$ cat config.mk
export PLATFORM = sky130hd
export DESIGN_NAME = multi_cycle_control
export DESIGN_NICKNAME = d
export VERILOG_FILES = /design/src/rtl/multi_cycle_control.sv
export SDC_FILE = /design/constraint.sdc
export NUM_CORES = 1
export LEC_CHECK = 0
export CAP_MARGIN = 20
export CORE_ASPECT_RATIO = 0.6
export CORE_MARGIN = 1
export CORE_UTILIZATION = 45
export CTS_BUF_LIST = sky130_fd_sc_hd__clkbuf_4
export CTS_CLUSTER_DIAMETER = 150
export DETAILED_ROUTE_END_ITERATION = 16
export HOLD_SLACK_MARGIN = 0.1
export PLACE_DENSITY = 0.74
export SLEW_MARGIN = 10
export SYNTH_ARGS = -nofsm -noshare
export SYNTH_HDL_FRONTEND = slang
export SYNTH_SLANG_ARGS = --single-unit
$ cat constraint.sdc
create_clock -name clk -period 2.7 [get_ports clk]
set_input_delay 0.27 -clock clk [delete_from_list [all_inputs] [get_ports clk]]
set_output_delay 0.27 -clock clk [all_outputs]
set_load 0.005 [all_outputs]
$ cat src/rtl/multi_cycle_control.sv
// Moore control FSM for a multi-cycle MIPS-style datapath with a unified memory.
// Decodes opcode in DECODE/MEM_ADR, counts retired instructions, traps unsupported opcodes.
module multi_cycle_control #(
   parameter int COUNT_W = 32
) (
   input  logic               clk,
   input  logic               rst_n,
   input  logic [5:0]         opcode,
   input  logic               zero,
   input  logic               mem_ready,
   output logic               pc_write,
   output logic               pc_write_cond,
   output logic               i_or_d,
   output logic               mem_read,
   output logic               mem_write,
   output logic               ir_write,
   output logic               reg_dst,
   output logic               mem_to_reg,
   output logic               reg_write,
   output logic               alu_src_a,
   output logic [1:0]         alu_src_b,
   output logic [1:0]         alu_op,
   output logic [1:0]         pc_source,
   output logic               illegal,
   output logic [3:0]         state,
   output logic [COUNT_W-1:0] instr_count
);

   typedef enum logic [3:0] {
      FETCH   = 4'd0,  DECODE  = 4'd1,  MEM_ADR = 4'd2,  MEM_RD  = 4'd3,
      MEM_WB  = 4'd4,  MEM_WR  = 4'd5,  EXEC    = 4'd6,  R_WB    = 4'd7,
      BRANCH  = 4'd8,  JUMP    = 4'd9,  ADDI_EX = 4'd10, ADDI_WB = 4'd11,
      TRAP    = 4'd15
   } state_e;

   localparam logic [5:0] OP_RTYPE = 6'b000000;
   localparam logic [5:0] OP_LW    = 6'b100011;
   localparam logic [5:0] OP_SW    = 6'b101011;
   localparam logic [5:0] OP_BEQ   = 6'b000100;
   localparam logic [5:0] OP_J     = 6'b000010;
   localparam logic [5:0] OP_ADDI  = 6'b001000;

   typedef struct packed {
      logic       pc_write;
      logic       pc_write_cond;
      logic       i_or_d;
      logic       mem_read;
      logic       mem_write;
      logic       fetch_upd;
      logic       reg_dst;
      logic       mem_to_reg;
      logic       reg_write;
      logic       alu_src_a;
      logic [1:0] alu_src_b;
      logic [1:0] alu_op;
      logic [1:0] pc_source;
      logic       illegal;
   } ctrl_t;

   // Per-state Moore output table; fetch_upd is later qualified by mem_ready.
   function automatic ctrl_t decode_ctrl(input state_e s);
      ctrl_t c;
      c = '0;
      case (s)
         FETCH:   begin c.mem_read = 1'b1; c.alu_src_b = 2'b01; c.fetch_upd = 1'b1; end
         DECODE:  c.alu_src_b = 2'b11;
         MEM_ADR: begin c.alu_src_a = 1'b1; c.alu_src_b = 2'b10; end
         MEM_RD:  begin c.mem_read = 1'b1; c.i_or_d = 1'b1; end
         MEM_WB:  begin c.reg_write = 1'b1; c.mem_to_reg = 1'b1; end
         MEM_WR:  begin c.mem_write = 1'b1; c.i_or_d = 1'b1; end
         EXEC:    begin c.alu_src_a = 1'b1; c.alu_op = 2'b10; end
         R_WB:    begin c.reg_write = 1'b1; c.reg_dst = 1'b1; end
         BRANCH:  begin
            c.alu_src_a = 1'b1; c.alu_op = 2'b01;
            c.pc_write_cond = 1'b1; c.pc_source = 2'b01;
         end
         JUMP:    begin c.pc_write = 1'b1; c.pc_source = 2'b10; end
         ADDI_EX: begin c.alu_src_a = 1'b1; c.alu_src_b = 2'b10; end
         ADDI_WB: c.reg_write = 1'b1;
         TRAP:    c.illegal = 1'b1;
         default: c = '0;
      endcase
      return c;
   endfunction

   state_e             state_q, state_d;
   ctrl_t              ctrl_q, ctrl_d;
   logic [COUNT_W-1:0] instr_count_q, instr_count_d;
   logic               retire_s;

   always_comb begin
      state_d  = state_q;
      retire_s = 1'b0;
      case (state_q)
         FETCH:   state_d = mem_ready ? DECODE : FETCH;
         DECODE:  begin
            case (opcode)
               OP_LW, OP_SW: state_d = MEM_ADR;
               OP_RTYPE:     state_d = EXEC;
               OP_BEQ:       state_d = BRANCH;
               OP_J:         state_d = JUMP;
               OP_ADDI:      state_d = ADDI_EX;
               default:      state_d = TRAP;
            endcase
         end
         MEM_ADR: begin
            if (opcode == OP_LW)      state_d = MEM_RD;
            else if (opcode == OP_SW) state_d = MEM_WR;
            else                      state_d = TRAP;
         end
         MEM_RD:  state_d = mem_ready ? MEM_WB : MEM_RD;
         MEM_WB:  begin state_d = FETCH; retire_s = 1'b1; end
         MEM_WR:  begin
            if (mem_ready) begin
               state_d  = FETCH;
               retire_s = 1'b1;
            end else begin
               state_d  = MEM_WR;
            end
         end
         EXEC:    state_d = R_WB;
         R_WB:    begin state_d = FETCH; retire_s = 1'b1; end
         BRANCH:  begin state_d = FETCH; retire_s = 1'b1; end
         JUMP:    begin state_d = FETCH; retire_s = 1'b1; end
         ADDI_EX: state_d = ADDI_WB;
         ADDI_WB: begin state_d = FETCH; retire_s = 1'b1; end
         TRAP:    state_d = TRAP;
         default: state_d = TRAP;
      endcase
      ctrl_d        = decode_ctrl(state_d);
      instr_count_d = retire_s ? instr_count_q + COUNT_W'(1) : instr_count_q;
   end

   // Output table is registered alongside the state so it always matches state_q.
   always_ff @(posedge clk) begin
      if (!rst_n) begin
         state_q       <= FETCH;
         ctrl_q        <= decode_ctrl(FETCH);
         instr_count_q <= '0;
      end else begin
         state_q       <= state_d;
         ctrl_q        <= ctrl_d;
         instr_count_q <= instr_count_d;
      end
   end

   assign pc_write      = rst_n & (ctrl_q.pc_write | (ctrl_q.fetch_upd & mem_ready));
   assign ir_write      = rst_n & ctrl_q.fetch_upd & mem_ready;
   assign pc_write_cond = rst_n & ctrl_q.pc_write_cond;
   assign mem_read      = rst_n & ctrl_q.mem_read;
   assign mem_write     = rst_n & ctrl_q.mem_write;
   assign reg_write     = rst_n & ctrl_q.reg_write;
   assign illegal       = rst_n & ctrl_q.illegal;
   assign i_or_d        = ctrl_q.i_or_d;
   assign reg_dst       = ctrl_q.reg_dst;
   assign mem_to_reg    = ctrl_q.mem_to_reg;
   assign alu_src_a     = ctrl_q.alu_src_a;
   assign alu_src_b     = ctrl_q.alu_src_b;
   assign alu_op        = ctrl_q.alu_op;
   assign pc_source     = ctrl_q.pc_source;
   assign state         = state_q;
   assign instr_count   = instr_count_q;

endmodule

# Word-level counts from Yosys, hierarchy flattened
# Cells that the tools add are included.
# word_totals
inputBits,10
out_inout_bits,53
ff_bits,53
# classes
n_addsub,1
bitwise_logic,10
n_mux,23
n_reduce_logical,10
eq_ne,28
# op_table
op,n
4-bit equality test (second input constant),9
32-bit by 1-bit adder with 32-bit output (second input constant),1
4-bit by 3-bit equality test with 1-bit output (second input constant),8
4-bit case mux with 8 select lines,1
4-bit case mux with 5 select lines,1
4-bit by 2-bit equality test with 1-bit output (second input constant),4
1-bit two-way mux,13
6-bit equality test (second input constant),2
1-bit bitwise AND,9
4-bit by 1-bit equality test with 1-bit output (second input constant),2
4-bit zero test,2
4-bit two-way mux,2
2-bit case mux with 2 select lines,2
2-bit OR reduction,4
6-bit by 2-bit equality test with 1-bit output (second input constant),1
6-bit by 3-bit equality test with 1-bit output (second input constant),1
6-bit by 4-bit equality test with 1-bit output (second input constant),1
6-bit zero test,1
3-bit two-way mux,2
2-bit case mux with 3 select lines,1
5-bit OR reduction,1
4-bit OR reduction,1
3-bit OR reduction,1
1-bit case mux with 2 select lines,1
1-bit OR,1

# Logic depth before layout (Yosys ltp)
# Gate-level depths: netlist (run 1).
# logic_depth
depth_word,7
mapped_depth,8
mapped_depth_nobuf,5

# Worst setup path before layout (run 1)
# Ideal clock, no wire load.
# synth_path
path_kind,reg2reg
from,"register instr_count_q[7], in the netlist instr_count[7]"
to,"register instr_count_q[26], in the netlist instr_count[26]"
period_less_slack_ns,2.418
required_time_ns,2.629
setup_time_ns,0.071
path_stages_with_launch,8
path_buffers,2
path_slack_ns,0.282
t_arrival_ns,2.347
path_cell_list,dfxtp_1 > nand4_2 > or4_4 > buf_6 > or4_4 > buf_6 > or4_1 > a21oi_1
# synth_via
elab_chain_cells,1
# synth_rtl
item,line,text
from (decl),88,"logic [COUNT_W-1:0] instr_count_q, instr_count_d;"
from (signal assigned),143,instr_count_q <= instr_count_d;
32-bit by 1-bit adder with 32-bit output,131,instr_count_d = retire_s ? instr_count_q + COUNT_W'(1) : instr_count_q;
# Every way passes these cells.
# A chain may end at the register's enable or synchronous reset.

# Final worst setup path (run 1)
# layout_path
from,"register instr_count_q[8], in the netlist instr_count[8]"
to,"register instr_count_q[30], in the netlist instr_count[30]"
# The elaborated chain is that of the path after synthesis.

==> results of run 1 <==
-- stage by stage --
stage | cell area (um2) | setup slack, ns | util [%] | power, mW
6_report | 3250 | 0.266 | 62.4 | 2.44
5_1_grt | 3250 | 0.151 | 62.4 | 2.58
4_1_cts | 3250 | 0.263 | 62.4 | 2.43
3_5_place_dp | 3190 | 0.233 | 61.3 | 2.07
3_3_place_gp | 3190 | 0.244 | 61.3 | 2.05
2_1_floorplan | 2510 | 0.282 | - | 1.64
-- layer usage --
metal / up-vias / GRT usage [%]
li1: 1171 / -
met1: 1083 / 30.8
met2: 70 / 30.8
met3: 7 / 4.21
met4: 0 / 8.10
met5: - / 0
-- report_power, final --
| group | internal (mW) | leakage (nW) | switching [mW] | total, mW |
|---|---|---|---|---|
| sequential | 0.863 | 0.414 | 0.0876 | 0.950 |
| clock | 0.122 | 0.0361 | 0.232 | 0.354 |
| combinational | 0.533 | 0.651 | 0.602 | 1.13 |
-- cell usage after synthesis (all sizes together) (3+ instances only) --
cell type	instances	area, um2
xnor2	21	184
or3	7	47.5
nand3	13	65.1
nor4	15	93.8
or4	6	52.6
nor2	28	105
buf	9	71.3
inv	9	33.8
dfxtp	51	1020
clkbuf	11	41.3
a21oi	11	55.1
or2	4	25.0
nor3	12	60.1
nand2	18	67.6
nand4	6	50.0
and3	4	25.0
o21ai	12	60.1
and4	3	28.8
nor2b	3	18.8
nand2b	5	31.3
o31ai	6	45.0
and2	10	62.6
-- layout make-up --
type / instances / area share [%]
flip-flops and latches: 51 / 31.5
multi-input cells: 212 / 41.0
repair buffers: 75 / 22.1
clock inverters: 1 / 0.154
clock buffers: 7 / 1.62
inverters: 10 / 1.16
well taps: 66 / 2.54
-- cells by family (layout without fill, tap and decap cells) --
logic type | after synthesis | after routing
simple gates | 141 | 141
flops | 51 | 51
compound gates | 46 | 46
buf+inv | 31 | 93
xor+xnor | 22 | 22
mux | 2 | 2
fa+ha+maj | 1 | 1
-- placed cells by master (no fill, tap or decap), types with 9 or more instances in the layout --
master / Yosys / routed
xnor2_1: 21 / 21
and2_1: 10 / 10
nor2_1: 28 / 28
a21oi_1: 11 / 11
nor3_1: 12 / 12
nor4_1: 15 / 15
o21ai_0: 12 / 12
dfxtp_1: 51 / 51
nand2_1: 18 / 18
clkdlybuf4s50_1: 0 / 61
nand3_1: 13 / 13
inv_1: 9 / 9
buf_4: 6 / 14
-- worst register-to-register path: stages (launching register included) --
cell and delay [ns]:
dfxtp_1 0.44, nand4_2 0.15, or4_4 0.60, or4_4 0.51, or4_1 0.52, a21oi_1 0.15
-- how the worst max path moves through the flow --
| stage | startpoint | cells after the start | slack, ns | to |
|---|---|---|---|---|
| after global placement | mem_ready | 6 | 0.24 | instr_count[30] |
| after floorplan | instr_count[7] | 7 | 0.28 | instr_count[26] |
| final | instr_count[8] | 5 | 0.27 | instr_count[30] |
| after detailed placement | mem_ready | 6 | 0.23 | instr_count[28] |
| after CTS | instr_count[8] | 5 | 0.26 | instr_count[27] |
| after global routing | instr_count[8] | 5 | 0.15 | instr_count[26] |
==> impl_metrics.json, run 1 <==
{
  "syn_area_um2": 2510,
  "synth_edf_count": 0,
  "dp.cells": 414,
  "period_needed_ns": 2.43,
  "syn_nets": 305,
  "finalSetupViolCount": 0,
  "slew_viol_final": 0,
  "endpoint_kind": "register",
  "nNetsFinal": 366,
  "cts_root_buffer": "clkbuf_4",
  "synth-xor-area-share_pct": 7.67,
  "synth-simple-area-share_pct": 31.8,
  "cts_setup_buffers": 0,
  "rsz0062_at_grt": "no",
  "r2r_cells": 5,
  "route.met3.wl_um": 276,
  "via_per_inst": 5.52,
  "routed_wl_mm": 5.95,
  "syn_avg_cell_area_um2": 8.54,
  "met2_length_mm": 2.45,
  "drive_above_1_share_pct": 10.7,
  "dp_hpwl_mm": 4.34,
  "crit_arrival_ns": 2.74,
  "synth_compound_area_share_pct": 12.3,
  "ir_drop_mv": 0.602,
  "cp_slowest_cell": "or4_4",
  "largest_register_ffs": 32,
  "hold_buffers": 0,
  "worstReg2RegEnd": "instr_count[30]",
  "yosysSeqAreaShare_pct": 40.7,
  "path_buf_inv": 0,
  "diodes": 0,
  "worst_pin_slew_ns": 0.466,
  "seq_area_um2": 1020,
  "port_buffers": 61,
  "io_pins": 63,
  "min_period_over_period_pct": 90.2,
  "cts_resized": 0,
  "die_y_um": 59.9,
  "hp-start": "instr_count[31]",
  "via_count": 2331,
  "setup_tns_ns": 0,
  "gp_congestion": 0.809,
  "coreArea_um2": 5200,
  "cap_violations": 0,
  "grt_max_degree": 32,
  "wl_per_cell_um": 14.1,
  "cp-start-kind": "register",
  "crit_chain": "nand4_2, or4_4, or4_4, or4_1, a21oi_1",
  "antenna_found_initial": 0,
  "slew_headroom_pct": 68.5,
  "multi_input_area_um2": 1330,
  "synth_fa_ha_area_share_pct": 0.498,
  "ys_seq_elements": 51,
  "hold_path_end": "instr_count[31]",
  "grt_pass1_vias": 2032,
  "grt_overflow": 0,
  "whs_ns": 0.510,
  "muxShareOfSynthArea_pct": 0.797,
  "synthDistinctLibCells": 52,
  "cts_num_sinks": 51,
  "criticalPathCategory": "register to register",
  "grt_usage_pct": 21.1,
  "fin_skew_ns": 0.0114,
  "die_area_um2": 5890,
  "outcome": "completed",
  "fmax_mhz": 411,
  "crit_path_frequent_cell": "or4_4",
  "hold_violations": 0,
  "ant_nets": 0,
  "hp-class": "register to register",
  "crit_fanout": 12,
  "clk_latency_ns": 0.36,
  "hold_depth": 2,
  "cp_slowest_stage_delay_ns": 0.60,
  "drtIter0Drc": 149,
  "final_cells": 422,
  "drt-pass1-iter-count": 6,
  "synthArstFlopShare_pct": 0,
  "wl_met1_mm": 3.17,
  "required_ns": 3.01,
  "p_leak_nw": 1.10,
  "r2r_setup_slack_ns": 0.27,
  "h-tree-depth": 2,
  "ys_warn_count": 0,
  "grt_pass1_wl_mm": 9.69,
  "rows": 20,
  "cts_buffers": 5,
  "num-fill-cells": 458,
  "initial_core_util_pct": 48.2,
  "clock_path_buffers": 2,
  "reg2reg_from": "instr_count[8]",
  "drc_errors": 0,
  "cts_tree": "yes",
  "power_per_cell_area_nw_per_um2": 751,
  "path_delay_family": "simple AND/OR/NAND/NOR gates",
  "synth_flop_cell": "dfxtp_1",
  "top_layer_used": "met4",
  "die_w_um": 98.4,
  "syn_to_final_growth_pct": 29.2,
  "netlist_instances": 294,
  "synth_top_family_by_area": "simple AND/OR/NAND/NOR gates",
  "clkTransAtPathRegs_ns": 0.14
}
Power figures use the tool's default switching activity.
==> inputs of run 2 (changes only) <==
CORE_UTILIZATION = 35   (was 45)
PLACE_DENSITY = unset   (was 0.74)
==> run 2 against run 1 <==
Against the previous run: the flow now finishes with violations (design-rule violations); die area up 28%; utilization fell by 14 points; combinational power is essentially flat; sequential power is 0.4% higher; first-iteration DRC count decreased by 23%; sequential cell count did not move; global-route usage decreased by 4.1 points; via count shrank 0.26%; critical path depth stayed put; non-clock buffer count increased by 2; wire length is 5.2% higher.
==> impl_metrics.json, run 2 (synthesis results as in run 1) <==
{
  "clock_path_buffers": 2,
  "cts_num_sinks": 51,
  "coreArea_um2": 6790,
  "io_pins": 63,
  "drtIter0Drc": 115,
  "cts_setup_buffers": 0,
  "cp_slowest_cell": "or4_4",
  "fin_skew_ns": 0.0186,
  "cp_slowest_stage_delay_ns": 0.60,
  "ir_drop_mv": 0.452,
  "cts_buffers": 5,
  "die_area_um2": 7530,
  "wl_per_cell_um": 14.1,
  "worst_pin_slew_ns": 0.417,
  "grt_max_degree": 32,
  "whs_ns": 0.502,
  "min_period_over_period_pct": 90.2,
  "grt_usage_pct": 17.0,
  "postPlaceCellArea_um2": 3230,
  "rsz0062_at_grt": "no",
  "fmax_mhz": 411,
  "grt_pass1_wl_mm": 10.2,
  "largest_register_ffs": 32,
  "cp_num_cells": 5,
  "hold_depth": 2,
  "clkTransAtPathRegs_ns": 0.15,
  "cp-endpoint": "instr_count[30]",
  "p_leak_nw": 1.12,
  "grt_overflow": 0,
  "crit_path_frequent_cell": "or4_4",
  "period_needed_ns": 2.44,
  "routed_wl_mm": 6.26,
  "initial_core_util_pct": 37.0,
  "hold_buffers": 0,
  "die_y_um": 67.6,
  "h-tree-depth": 2,
  "drc_errors": 6,
  "grt_most_used_layer": "met1",
  "hp-class": "register to register",
  "crit_arrival_ns": 2.75,
  "grtUsageMet2_pct": 24.6,
  "outcome": "complete, but fails checks",
  "dp.cells": 437,
  "violations": "design-rule violations",
  "syn_to_final_growth_pct": 31.6,
  "grt_pass1_vias": 2081,
  "port_buffers": 61,
  "endpoint_kind": "register",
  "crit_fanout": 12,
  "path_buf_inv": 0,
  "antenna_found_initial": 0,
  "slew_viol_final": 0,
  "dp_hpwl_mm": 4.64,
  "required_ns": 3.01,
  "rows": 23,
  "via_count": 2325,
  "grt_util_met3_pct": 3.32,
  "via_per_inst": 5.24,
  "reg2reg_from": "instr_count[9]",
  "hold_violations": 0,
  "criticalPathCategory": "register to register",
  "fin_area_um2": 3300,
  "worstReg2RegEnd": "instr_count[30]",
  "r2r_setup_slack_ns": 0.26,
  "diodes": 0,
  "ant_nets": 0,
  "final_cell_mix": "61 x clkdlybuf4s50_1, 51 x dfxtp_1, 28 x nor2_1, 21 x xnor2_1, 18 x nand2_1",
  "drive_above_1_share_pct": 10.9,
  "cts_tree": "yes",
  "hp-start": "instr_count[31]",
  "die_w_um": 111,
  "finalSetupViolCount": 0,
  "nNetsFinal": 368,
  "final_cells": 444,
  "cts_resized": 0,
  "cap_violations": 0,
  "crit_chain": "nand4_2, or4_4, or4_4, or4_1, a21oi_1",
  "r2r_cells": 5,
  "drt-pass1-iter-count": 10,
  "setup_tns_ns": 0,
  "path_delay_family": "simple AND/OR/NAND/NOR gates",
  "slew_headroom_pct": 72.0,
  "final_common_cell": "clkdlybuf4s50_1",
  "cp-start-kind": "register",
  "cts_root_buffer": "clkbuf_4",
  "clk_latency_ns": 0.37,
  "use_met1_pct": 25.3,
  "gp_congestion": 0.792,
  "cp-startpoint": "instr_count[9]",
  "power_per_cell_area_nw_per_um2": 773
}
-- run 2: worst register-to-register path: cells and delay by family (launching register included) --
family	cells	cell delay, ns
simple gates	4	1.80
flops	1	0.43
compound gates	1	0.16
-- run 2: report_power, final --
group          total, mW  switching, mW  internal (mW)
registers          0.954         0.0914          0.862
clock network      0.441          0.239          0.201
logic               1.16          0.606          0.555
-- run 2: layout make-up --
type	instances	area [um2]
clock inverters	1	30.0
inverters	10	37.5
well taps	87	109
repair buffers	77	731
flip-flops and latches	51	1020
clock buffers	6	45.0
fillers	687	3490
multi-input cells	212	1330
-- run 2: worst min-delay path by stage --
stage | slack (ns) | to
2_1_floorplan | 0.42 | alu_src_a
6_report | 0.50 | instr_count[31]
4_1_cts | 0.50 | instr_count[31]
3_5_place_dp | 0.48 | instr_count[31]
3_3_place_gp | 0.47 | instr_count[31]
5_1_grt | 0.54 | instr_count[24]
-- run 2: stage by stage --
stage | setup slack (ns) | util (%) | total power, mW
3_3_place_gp | 0.301 | 47.5 | 2.11
2_1_floorplan | 0.282 | - | 1.64
5_1_grt | 0.122 | 48.7 | 2.74
4_1_cts | 0.267 | 48.7 | 2.56
6_report | 0.265 | 48.7 | 2.56
3_5_place_dp | 0.260 | 47.5 | 2.12
-- run 2: routing by layer --
layer	up-vias	wire length, um
li1	1173	-
met1	1076	3380
met2	71	2450
met3	5	378
met4	0	48
met5	-	0
==> inputs of run 3 (changes only) <==
CAP_MARGIN = unset   (was 20)
==> results of run 3 <==
Final layout, timing and power as in run 2 (identical DEF).
